## config.mk

```make
export PLATFORM = sky130hd
export DESIGN_NAME = mem_lsu
export DESIGN_NICKNAME = d
export VERILOG_FILES = /design/src/rtl/mem_lsu.sv
export SDC_FILE = /design/constraint.sdc
export NUM_CORES = 1
export LEC_CHECK = 0
export ABC_CLOCK_PERIOD_IN_PS = 2400
export CAP_MARGIN = 20
export CORE_ASPECT_RATIO = 1.1
export CORE_MARGIN = 8
export CORE_UTILIZATION = 45
export CTS_BUF_LIST = sky130_fd_sc_hd__clkbuf_8
export DETAILED_ROUTE_END_ITERATION = 12
export GPL_ROUTABILITY_DRIVEN = 0
export GPL_TIMING_DRIVEN = 0
export HOLD_SLACK_MARGIN = 0.1
export PLACE_DENSITY = 0.83
export SLEW_MARGIN = 10
export SYNTH_ARGS = -nofsm -noshare
export SYNTH_HDL_FRONTEND = slang
export SYNTH_SLANG_ARGS = --single-unit
```

## constraint.sdc

```tcl
create_clock -name i_clk -period 2.4 [get_ports i_clk]
set_clock_uncertainty 0.2 [all_clocks]
set_input_delay 0.48 -clock i_clk [delete_from_list [all_inputs] [get_ports i_clk]]
set_output_delay 0.48 -clock i_clk [all_outputs]
set_load 0.02 [all_outputs]
```

## src/rtl/mem_lsu.sv

```systemverilog
// mem_lsu: memory-stage load/store unit with a req/ack data port, lane formatting and a watchdog.
// Define MISALIGN_TRAP_EN to trap misaligned H/HU/W accesses instead of issuing them to memory.
module mem_lsu #(
    parameter int TIMEOUT = 16
) (
    input  logic        i_clk,
    input  logic        i_rst_n,
    input  logic [31:0] i_alu_dataM,
    input  logic [31:0] i_rs2_dataM,
    input  logic [2:0]  i_lsu_opM,
    input  logic        i_mem_rdM,
    input  logic        i_mem_wrM,
    output logic        o_dmem_req,
    output logic        o_dmem_we,
    output logic [31:0] o_dmem_addr,
    output logic [31:0] o_dmem_wdata,
    output logic [3:0]  o_dmem_be,
    input  logic        i_dmem_ack,
    input  logic [31:0] i_dmem_rdata,
    output logic [31:0] o_ld_dataM,
    output logic        o_stallM,
    output logic        o_errM,
    output logic        o_misalignM
);

    localparam int CW = (TIMEOUT > 1) ? $clog2(TIMEOUT) : 1;
    localparam logic [CW-1:0] CNT_LAST = CW'((TIMEOUT > 0) ? TIMEOUT - 1 : 0);

    typedef enum logic [1:0] {
        IDLE = 2'd0,
        BUSY = 2'd1,
        DONE = 2'd2
    } state_t;

    state_t        state;
    logic [CW-1:0] cnt;
    logic [1:0]    lane;
    logic [2:0]    op_q;
    logic          access;
    logic          trap;

    // Access size: 0 = byte, 1 = half, 2 = word (undefined funct3 behaves as word).
    function automatic logic [1:0] size_of(input logic [2:0] op);
        case (op)
            3'b000, 3'b100: size_of = 2'd0;
            3'b001, 3'b101: size_of = 2'd1;
            default:        size_of = 2'd2;
        endcase
    endfunction

    function automatic logic [3:0] store_be(input logic [2:0] op, input logic [1:0] a);
        case (size_of(op))
            2'd0:    store_be = 4'b0001 << a;
            2'd1:    store_be = a[1] ? 4'b1100 : 4'b0011;
            default: store_be = 4'b1111;
        endcase
    endfunction

    function automatic logic [31:0] store_data(input logic [2:0] op, input logic [31:0] d);
        case (size_of(op))
            2'd0:    store_data = {4{d[7:0]}};
            2'd1:    store_data = {2{d[15:0]}};
            default: store_data = d;
        endcase
    endfunction

    function automatic logic [31:0] load_fmt(input logic [2:0] op, input logic [1:0] a,
                                             input logic [31:0] rdata);
        logic signed [7:0]  b;
        logic signed [15:0] h;
        b = rdata[{a, 3'b000} +: 8];
        h = a[1] ? rdata[31:16] : rdata[15:0];
        case (op)
            3'b000:  load_fmt = 32'(b);
            3'b001:  load_fmt = 32'(h);
            3'b100:  load_fmt = {24'b0, b};
            3'b101:  load_fmt = {16'b0, h};
            default: load_fmt = rdata;
        endcase
    endfunction

`ifdef MISALIGN_TRAP_EN
    function automatic logic misaligned(input logic [2:0] op, input logic [1:0] a);
        case (size_of(op))
            2'd1:    misaligned = a[0];
            2'd2:    misaligned = (a != 2'b00);
            default: misaligned = 1'b0;
        endcase
    endfunction

    assign trap = misaligned(i_lsu_opM, i_alu_dataM[1:0]);
`else
    assign trap = 1'b0;
`endif

    assign access = i_mem_rdM | i_mem_wrM;

    // Gated by reset so the pipeline is released the moment reset asserts.
    assign o_stallM = i_rst_n & (((state == IDLE) & access) | (state == BUSY));

    always_ff @(posedge i_clk or negedge i_rst_n) begin
        if (!i_rst_n) begin
            state        <= IDLE;
            cnt          <= '0;
            lane         <= 2'b00;
            op_q         <= 3'b000;
            o_dmem_req   <= 1'b0;
            o_dmem_we    <= 1'b0;
            o_dmem_addr  <= 32'b0;
            o_dmem_wdata <= 32'b0;
            o_dmem_be    <= 4'b0;
            o_ld_dataM   <= 32'b0;
            o_errM       <= 1'b0;
            o_misalignM  <= 1'b0;
        end else begin
            case (state)
                IDLE: begin
                    cnt <= '0;
                    if (access) begin
                        op_q <= i_lsu_opM;
                        lane <= i_alu_dataM[1:0];
                        if (trap) begin
                            o_misalignM <= 1'b1;
                            if (!i_mem_wrM) o_ld_dataM <= 32'b0;
                            state <= DONE;
                        end else begin
                            o_dmem_req   <= 1'b1;
                            o_dmem_we    <= i_mem_wrM;
                            o_dmem_addr  <= {i_alu_dataM[31:2], 2'b00};
                            o_dmem_be    <= i_mem_wrM ? store_be(i_lsu_opM, i_alu_dataM[1:0])
                                                      : 4'b1111;
                            o_dmem_wdata <= store_data(i_lsu_opM, i_rs2_dataM);
                            state        <= BUSY;
                        end
                    end
                end
                BUSY: begin
                    // An ack on the final watchdog cycle still completes normally.
                    if (i_dmem_ack) begin
                        o_dmem_req <= 1'b0;
                        if (!o_dmem_we) o_ld_dataM <= load_fmt(op_q, lane, i_dmem_rdata);
                        state <= DONE;
                    end else if ((TIMEOUT > 0) && (cnt == CNT_LAST)) begin
                        o_dmem_req <= 1'b0;
                        if (!o_dmem_we) o_ld_dataM <= 32'b0;
                        o_errM <= 1'b1;
                        state  <= DONE;
                    end else begin
                        cnt <= cnt + 1'b1;
                    end
                end
                DONE: begin
                    o_errM      <= 1'b0;
                    o_misalignM <= 1'b0;
                    state       <= IDLE;
                end
                default: state <= IDLE;
            endcase
        end
    end

endmodule

```

; ---- Word-level counts from Yosys, hierarchy flattened
; Cells that the tools add are included.
[op_classes]
addsub = 1
eq_ne = 17
shift = 2
muxes = 27
bitwise_logic = 4
reduce_logical = 15
[op_table]
columns = cell, count
row1 = 2-to-1 mux 32 bit, 4
row2 = case mux 32 bit (4 select lines), 1
row3 = case mux 32 bit (2 select lines), 1
row4 = variable part select 32 x 6 -> 8 bit, 1
row5 = 2-to-1 mux 16 bit, 1
row6 = 2-to-1 mux 4 bit, 4
row7 = case mux 4 bit (2 select lines), 2
row8 = "equality test 3 bit, second input constant", 4
row9 = 2-to-1 mux 2 bit, 5
row10 = "inequality test 2 bit, second input constant", 5
row11 = AND reduction 3 bit, 3
row12 = case mux 2 bit (2 select lines), 2
row13 = "equality test 3 x 1 -> 1 bit, second input constant", 2
row14 = zero test 3 bit, 2
row15 = nonzero test 2 bit, 3
row16 = 2-to-1 mux 1 bit, 5
row17 = "adder 4 x 1 -> 4 bit, second input constant", 1
row18 = "equality test 2 x 1 -> 1 bit, second input constant", 2
row19 = "equality test 4 bit, second input constant", 1
row20 = zero test 2 bit, 2
row21 = case mux 1 bit (2 select lines), 2
row22 = AND reduction 2 bit, 2
row23 = AND reduction 4 bit, 1
row24 = OR reduction 2 bit, 2
row25 = 6 further kinds, 8
[totals]
ff_bits = 112
input_bits = 104

; ---- Depth between registers and ports, before layout
; Gate-level depths: netlist of run 1.
[logic_depth]
ltp_word = 8
depth_mapped = 7

; ---- Least setup slack after synthesis of run 1
; OpenSTA, ideal clock, no wires.
[synth_timing]
path_kind = register to output
startpoint = register state[0]
endpoint = output port o_stallM
t_arrival_ns = 1.765
required_time_ns = 1.720
path_slack_ns = -0.045
stages_incl_launch_ff = 7
n_path_buf = 3
path_cell_list = dfrtp_1 -> buf_2 -> nor2_1 -> o21ai_0 -> clkbuf_1 -> clkbuf_1 -> a21boi_0
[synth_via]
elab_chain_len = 4
elab_cells_between_ends = 5
classes_between = 1 x eq/ne / 3 x bitwise / 1 x reduce/logical
[synth_lines]
columns = item, line
row1 = "start, declared", 35  ; state_t state;
row2 = "start signal, assigned", 103  ; state <= IDLE;
row3 = "start signal, assigned", 125  ; state <= DONE;
row4 = "start signal, assigned", 133  ; state <= BUSY;
row5 = zero test 2 bit, 99  ; assign o_stallM = i_rst_n & (((state == IDLE) & access) | (state == BUSY));
row6 = bitwise AND 1 bit, 99
row7 = OR 1 bit *, 99
row8 = bitwise AND 1 bit *, 99
row9 = "end, declared", 21  ; output logic o_stallM,
; Mark *: on every way between the ends. The rest lies on a longest branch, timed or not.

; ---- Final worst setup path of run 1
[layout_timing]
startpoint = input port i_mem_wrM
endpoint = output port o_stallM
[layout_via]
elab_chain_len = 4
[layout_lines]
columns = item, line
row1 = "start, declared", 12  ; input logic i_mem_wrM,
row2 = OR 1 bit, 96  ; assign access = i_mem_rdM | i_mem_wrM;
row3 = bitwise AND 1 bit, 99
row4 = OR 1 bit, 99
row5 = bitwise AND 1 bit, 99
; Every way passes these cells.

==> summary.md, run 1 <==
| Metric | Value |
|---|---|
| Comb pwr share | `55.2%` |
| ANT nets after route | `0` |
| Reg2reg start | `cnt[0]` |
| Area leader, netlist | `dfrtp_1` |
| Num CTS Buffers | `9` |
| Failing checks | `negative hold slack` |
| Multiplexer share of the synthesized area | `7.25%` |
| Slew Limit Headroom | `about 55%` |
| Met1 GRT Util | `25.2%` |
| Main combinational cell family by area after synthesis | `compound AO/OA/AOI/OAI gates` |
| Slowest stage cell, crit path | `clkdlybuf4s50_1` |
| GRT Total Usage | `approximately 23%` |
| Crit path launch type | `input pin` |
| Fmax | `434 MHz` |
| Post-synth EDFFs | `0` |
| Cell chain of the critical path | `clkdlybuf4s50_1, o21ai_2, clkbuf_16, a21boi_2, buf_6` |
| Crit-path max FO | `10` |
| CP Launch Point | `i_mem_wrM` |
| Clock Power Share | `12.2%` |
| Nets | `~860` |
| Seq cells post-synth | `112` |
| Max Slew Vio Count | `0` |
| Initial DRC count | `292` |
| Via count | `between 4000 and 5000` |
| Initial Utilization | `45.6%` |
| Final-report setup violation count | `0` |
| Crit path DAT | `1.62 ns` |
| Adder-Cell Fraction of Synth Area | `0.242%` |
| Status | `finished, violations left` |
| Synth cell types | `46` |
| Share of cells above drive strength 1 | `a little under a tenth` |
| DIE AREA | `15200 sq um` |
| Core ar. | `approximately 11000 sq um` |
| Per-cell routed wire length | `19.2 microns` |
| Row count | `41` |
| Max IR drop VDD | `0.753 mV` |
| Area Growth Syn to Fin | `50.6%` |
| Clk sinks | `112` |
| Gate Count Post-Synth | `530` |
| Pin count of the biggest net entering global routing | `73` |
| Worst Path Required | `about 1.7 ns` |
| Leak pwr | `3.51 nW` |
| IO Count | `209` |
| Area share of the leading cell type in the synthesized netlist | `a little over half` |
| Clock Tree Root | `clkbuf_8` |
| Maximum buffer depth of the clock tree | `2` |
| Met2 Usage GRT | `38.8%` |
| Clk pin slew, worst setup/hold paths | `0.09 ns` |
| P_sw | `4.13 mW` |
| Drc violations | `0` |
| Minimum clock period | `2.30 ns` |
| Reg2reg end | `o_ld_dataM[6]` |
| Hold Slack | `-0.0983 ns` |
| Max Cap Violations | `0` |
| Hold crit path type | `input pin to asynchronous set/reset pin` |
| Area share of xor/xnor cells in the synthesized design | `0%` |
| Worst slew pin tran | `0.678 ns` |
| Simple-gate area share of the yosys netlist | `between 10% and 20%` |
| Initial antenna violation count | `0` |
| RSZ-0062 raised after global routing | `false` |
| CTS tree | `built` |
| R2R Setup Slk | `0.20 ns` |
| Yosys warns | `0` |
| Fin cells | `912` |
| Post-synthesis sequential area ratio | `54.2%` |
| Area contributors post-synth | `dfrtp_1 54%, nand2_1 12%, mux2i_1 4.6%, o21ai_0 4.0%, mux2_2 2.6%` |
| Post-DP HPWL | `between 10000 and 15000 microns` |
| Port bufs | `about 200` |
| Syn avg cell area | `9.76 sq um` |
| Slowest cell delay on critical path | `0.48 ns` |
| Vias in the first global route | `5174` |
| M3 GR Usage | `under 10%` |
| Period utilization | `96.0%` |
| Grt total ovfl | `0` |
| Hold Vio Cnt, Final | `71` |
| Wirelength, routed | `around 17000 microns` |
| First-pass GRT wire length | `roughly 28000 microns` |
| Die H | `128 microns` |
| Ys flop type | `dfrtp_1` |
| Ys async rst share | `100%` |
| Sequential Power Share | `32.6%` |
| Mapped cell area | `5170 sq um` |
| Hold-fix buffers at CTS | `3` |
| R2R depth | `6` |
| Vias per cell | `5.35` |
| Critical path class | `input pin to output port` |
| Most Crowded Layer GR | `met2` |
| Die W | `118 microns` |
| Cells after DPL | `887` |
| TritonRoute pass-1 iters | `5` |
| Pwr per Cell Area | `1280 nW/um^2` |
| Later-pin clock latency in the skew report | `0.37 ns` |
| Switching share of power | `between 40 and 50%` |
| Compound-cell area share of the yosys netlist | `roughly 18%` |
| Crit end category | `output port` |
| Internal power | `5.82 mW` |
| # H-tree levels | `3` |
-- metrics by stage --
| step | cell area [sq um] | setup slack (ns) | power [mW] | utilization [%] | TNS [ns] |
|---|---|---|---|---|---|
| finish | 7790 | 0.0950 | 9.94 | 68.7 | 0 |
| global route | 7790 | 0.0432 | 10.5 | 68.7 | 0 |
| CTS | 7770 | 0.0290 | 9.98 | 68.6 | 0 |
| detailed placement | 7440 | -1.25 | 8.63 | 65.6 | -20.21 |
| global placement | 7410 | -3.98 | 8.45 | 65.4 | -422.04 |
| floorplan | 5180 | 0.113 | 6.06 | - | 0 |
-- layout by cell type, fill, tap and decap left out, drive strengths merged, types with 2 or more instances in the layout --
| master | count |
|---|---|
| a21oi | 26 |
| clkdlybuf4s50 | 201 |
| mux2i | 24 |
| nor2 | 16 |
| o21a | 4 |
| dfrtp | 112 |
| nor2b | 2 |
| clkbuf | 30 |
| o221ai | 7 |
| o31ai | 7 |
| o22ai | 7 |
| a22o | 12 |
| clkinv | 2 |
| nand2 | 162 |
| bufinv | 2 |
| a221o | 16 |
| inv | 13 |
| conb | 3 |
| mux2 | 12 |
| buf | 29 |
| o21ai | 41 |
| and2 | 7 |
| nand2b | 4 |
-- final cells by class --
type / count / area [sq um]
well taps: 150 / 188
clock buffers: 9 / 124
fillers: 899 / 3540
repair buffers: 214 / 2170
plain buffers: 39 / 219
diodes: 1 / 2.50
multi-input cells: 369 / 2160
flip-flops and latches: 112 / 2800
clock inverters: 7 / 88.8
inverters: 11 / 41.3
-- registers in the layout, indices dropped and copies added (netlist names) --
| signal | count |
|---|---|
| state | 2 |
| o_dmem_wdata | 32 |
| o_ld_dataM | 32 |
| o_errM | 1 |
| lane | 2 |
| o_dmem_addr | 30 |
| op_q | 3 |
| o_dmem_be | 4 |
| o_dmem_we | 1 |
| o_dmem_req | 1 |
| cnt | 4 |
-- power by group through the flow --
stage	Sequential [mW]	Clock (mW)	Combinational, mW
after floorplan	4.18	0	1.88
after global placement	3.23	0	5.22
after detailed placement	3.27	0	5.36
after CTS	3.24	1.24	5.50
after global routing	3.34	1.30	5.90
final	3.24	1.22	5.48
-- cell families after synthesis --
logic type | Yosys count
AO/OA/AOI/OAI | 131
multiplexers | 36
other | 1
adder cells (fa/ha/maj) | 1
AND/OR/NAND/NOR | 198
buffers and inverters | 51
flip-flops | 112
-- worst max path at each step --
stage	depth (start not counted)	slack (ns)	to
2_1_floorplan	6	0.11	o_stallM
3_3_place_gp	3	-3.98	o_stallM
3_5_place_dp	6	-1.25	o_stallM
4_1_cts	7	0.03	o_stallM
5_1_grt	5	0.04	o_stallM
6_report	5	0.1	o_stallM
-- timing repair --
action                                 in CTS  in global routing
endpoints found under the hold margin      41                 71
setup endpoints to repair                   2                  1
pin swaps                                   2                  2
buffers inserted                            3                  3
resized for setup                          18                  3
gates cloned                                0                  0
-- worst max-delay path, delay by kind of cell --
kind	cells	cell delay (ns)
AO/OA/AOI/OAI	2	0.32
buffers and inverters	3	0.82
-- per-layer routing --
layer	vias up	wire, microns
met5	-	0
met4	0	373
met3	25	2020
met2	228	8370
met1	2345	6700
li1	2277	-
-- synthesized netlist by cell type (all sizes together) (4+ instances only) --
cell type and n:
nand2 162, dfrtp 112, o21ai 41, a21oi 26, mux2i 24, clkbuf 22
buf 18, a221o 16, nor2 16, a22o 12, mux2 12, inv 11
and2 7, o221ai 7, o22ai 7, o31ai 7, nand2b 4, o21a 4
(Power assumes the default switching activity.)
==> inputs of run 2 (changes only) <==
--- a/config.mk
+++ b/config.mk
@@ -9,13 +9,14 @@
 export CAP_MARGIN = 20
 export CORE_ASPECT_RATIO = 1.1
 export CORE_MARGIN = 8
-export CORE_UTILIZATION = 45
+export CORE_UTILIZATION = 65
 export CTS_BUF_LIST = sky130_fd_sc_hd__clkbuf_8
 export DETAILED_ROUTE_END_ITERATION = 12
+export DONT_BUFFER_PORTS = 1
 export GPL_ROUTABILITY_DRIVEN = 0
 export GPL_TIMING_DRIVEN = 0
 export HOLD_SLACK_MARGIN = 0.1
-export PLACE_DENSITY = 0.83
+export PLACE_DENSITY_LB_ADDON = 0.2
 export SLEW_MARGIN = 10
 export SYNTH_ARGS = -nofsm -noshare
 export SYNTH_HDL_FRONTEND = slang
==> run 2 against run 1 <==
  * The run still ends with negative hold slack left
  * Highest routed layer unchanged
  * Critical path depth is the same
  * Non-clock buffer count shrank 152
  * Count of clock-buffer cells in the layout is the same
  * Largest cell class unchanged
  * Critical path type is now flop to output port
  * Combinational power shrank 52%
  * Register-to-register slack gained 0.02 ns
==> summary.md, run 2 (synthesis gave the netlist of run 1 again) <==
| Metric | Value |
|---|---|
| Wirelength, routed | `15500 microns (-11%)` |
| Num CTS Buffers | `9 (unchanged)` |
| Post-DP HPWL | `10900 microns (-20%)` |
| IO Count | `209 (unchanged)` |
| Top Registers | `o_dmem_wdata x32, o_ld_dataM x32, o_dmem_addr x30` |
| First-pass GRT wire length | `23700 microns (-14%)` |
| Initial antenna violation count | `0 (unchanged)` |
| Total power | `8.19 mW (-18%)` |
| Port bufs | `0 (-100%)` |
| Max Cap Violations | `0 (unchanged)` |
| Fin cells | `717 (-21%)` |
| Final-report setup violation count | `0 (unchanged)` |
| Pin count of the biggest net entering global routing | `114 (+56%)` |
| Most common cell after layout, fill and taps aside | `nand2_1` |
| Crit path launch type | `flop` |
| Slowest stage cell, crit path | `dfrtp_1` |
| Final core occ | `79.1% (+10 points)` |
| GRT Total Usage | `27.8% (+5.0 points)` |
| Crit path DAT | `1.61 ns (about the same)` |
| TritonRoute pass-1 iters | `5 (unchanged)` |
| Crit-path max FO | `13 (+3)` |
| Worst slew pin tran | `0.650 ns (-0.0279 ns)` |
| Clk sinks | `112 (unchanged)` |
| Die H | `110 microns (-15%)` |
| Ant diodes | `0 (-1)` |
| Share of cells above drive strength 1 | `10.5% (+1.0 points)` |
| Hold Slack | `-0.411 ns (-0.313 ns)` |
| Status | `finished, violations left` |
| Nets | `709 (-18%)` |
| CTS tree | `built` |
| Fmax | `436 MHz (+0.50%)` |
| Slowest cell delay on critical path | `0.39 ns (-0.09 ns)` |
| Initial Utilization | `66.1% (+20 points)` |
| Critical path class | `flop to output port` |
| Fin area | `6190 sq um (-21%)` |
| # H-tree levels | `3 (unchanged)` |
| Die W | `101 microns (-15%)` |
| Max Slew Vio Count | `0 (unchanged)` |
| Per-cell routed wire length | `21.6 microns (+13%)` |
| Hold crit path type | `input pin to asynchronous set/reset pin` |
| Core ar. | `7830 sq um (-31%)` |
| Most frequent cells in the layout | `162 x nand2_1, 112 x dfrtp_1, 61 x dlygate4sd3_1` |
| Vias in the first global route | `4572 (-12%)` |
| DIE AREA | `11100 sq um (-27%)` |
| Drc violations | `0 (unchanged)` |
| Crit end category | `output port` |
| Max IR drop VDD | `0.741 mV (-1.6%)` |
| Cell chain of the critical path | `buf_6, nor2_4, o21ai_4, clkbuf_16, a21boi_4` |
| Vias per cell | `6.08 (+14%)` |
| Reg2reg start | `state[1]` |
| FILL cells | `503 (-44%)` |
| Period utilization | `95.6% (-0.48 points)` |
| Row count | `34 (-17%)` |
| Pwr per Cell Area | `1320 nW/um^2 (+3.8%)` |
| Clock Tree Root | `clkbuf_8` |
| Via count | `4356 (-11%)` |
| Leak pwr | `2.91 nW (-17%)` |
| RSZ-0062 raised after global routing | `false` |
| Buffers and inverters on the worst path | `2 (-1)` |
| CP top delay family | `flip-flops` |
| Worst Path Required | `1.72 ns (about the same)` |
| Grt total ovfl | `0 (unchanged)` |
| ANT nets after route | `0 (unchanged)` |
| Maximum buffer depth of the clock tree | `2 (unchanged)` |
| Cells after DPL | `640 (-28%)` |
| Slew Limit Headroom | `56.1% (+1.3 points)` |
| Failing checks | `negative hold slack` |
| Area post-placement | `5320 sq um (-29%)` |
| Clk pin slew, worst setup/hold paths | `0.11 ns (+0.02 ns)` |
| Minimum clock period | `2.29 ns (-0.0115 ns)` |
| Later-pin clock latency in the skew report | `0.37 ns (about the same)` |
| CP Launch Point | `state[1]` |
| Initial DRC count | `281 (-3.8%)` |
| Area Growth Syn to Fin | `19.6%` |
| Hold Vio Cnt, Final | `112 (+58%)` |
==> run 2: cell type report <==
type | count | area, sq um | area share, %
plain buffers | 39 | 219 | 3.54
clock buffers | 9 | 124 | 2.00
clock inverters | 7 | 75.1 | 1.21
inverters | 11 | 41.3 | 0.667
multi-input cells | 369 | 2170 | 35.1
flip-flops and latches | 112 | 2800 | 45.3
well taps | 108 | 135 | 2.18
repair buffers | 62 | 618 | 9.99
==> run 2: path summary, 6_finish.rpt <==
| check | end | slack (ns) | cells past startpoint |
|---|---|---|---|
| worst min-delay path | o_dmem_wdata[16] | -0.41 | 0 |
| worst max-delay path | o_stallM | 0.11 | 5 |
| worst min register to register | cnt[0] | 0.40 | 1 |
| max in group asynchronous | o_dmem_addr[4] | 2.28 | 0 |
| min in group i_clk | o_dmem_wdata[22] | 0.11 | 2 |
| worst max register to register | o_ld_dataM[23] | 0.22 | 6 |
==> run 2: timing repair <==
action	4_1_cts	5_1_grt
setup endpoints to repair	1	1
resized for setup	16	0
setup buffers	1	0
pin swaps	2	2
hold buffers	60	1
endpoints found under the hold margin	172	113
==> run 2: power breakdown <==
part,internal [mW],switching [mW]
clock,0.493,0.656
combinational,1.10,1.51
sequential,2.73,1.70
total,4.33,3.87
==> run 2: worst reg2reg max path, stage by stage (launching register included) <==
cell	delay [ns]
dfrtp_1	0.39
buf_6	0.14
nand2b_4	0.18
or3b_4	0.40
a2111oi_4	0.47
buf_6	0.22
a221o_2	0.12
==> run 2: stage by stage <==
| stage | setup TNS (ns) | hold slack [ns] | setup WS (ns) |
|---|---|---|---|
| 3_3_place_gp | -0.394 | -0.0126 | -0.394 |
| 4_1_cts | 0 | -0.419 | 0.000756 |
| 3_5_place_dp | -0.439 | -0.0124 | -0.439 |
| 6_report | 0 | -0.411 | 0.107 |
| 5_1_grt | 0 | -0.430 | 0.00958 |
| 2_1_floorplan | 0 | -0.0156 | 0.113 |
==> run 2: metal layers <==
layer | wire, microns | vias up | global-route usage (%) | part of all wire (%)
met3 | 1910 | 47 | 12.1 | 12
met4 | 627 | 0 | 13.8 | 4.0
met2 | 7620 | 229 | 47.0 | 49
met1 | 5360 | 2111 | 29.2 | 35
met5 | 0 | - | 0 | 0
li1 | - | 1969 | - | -
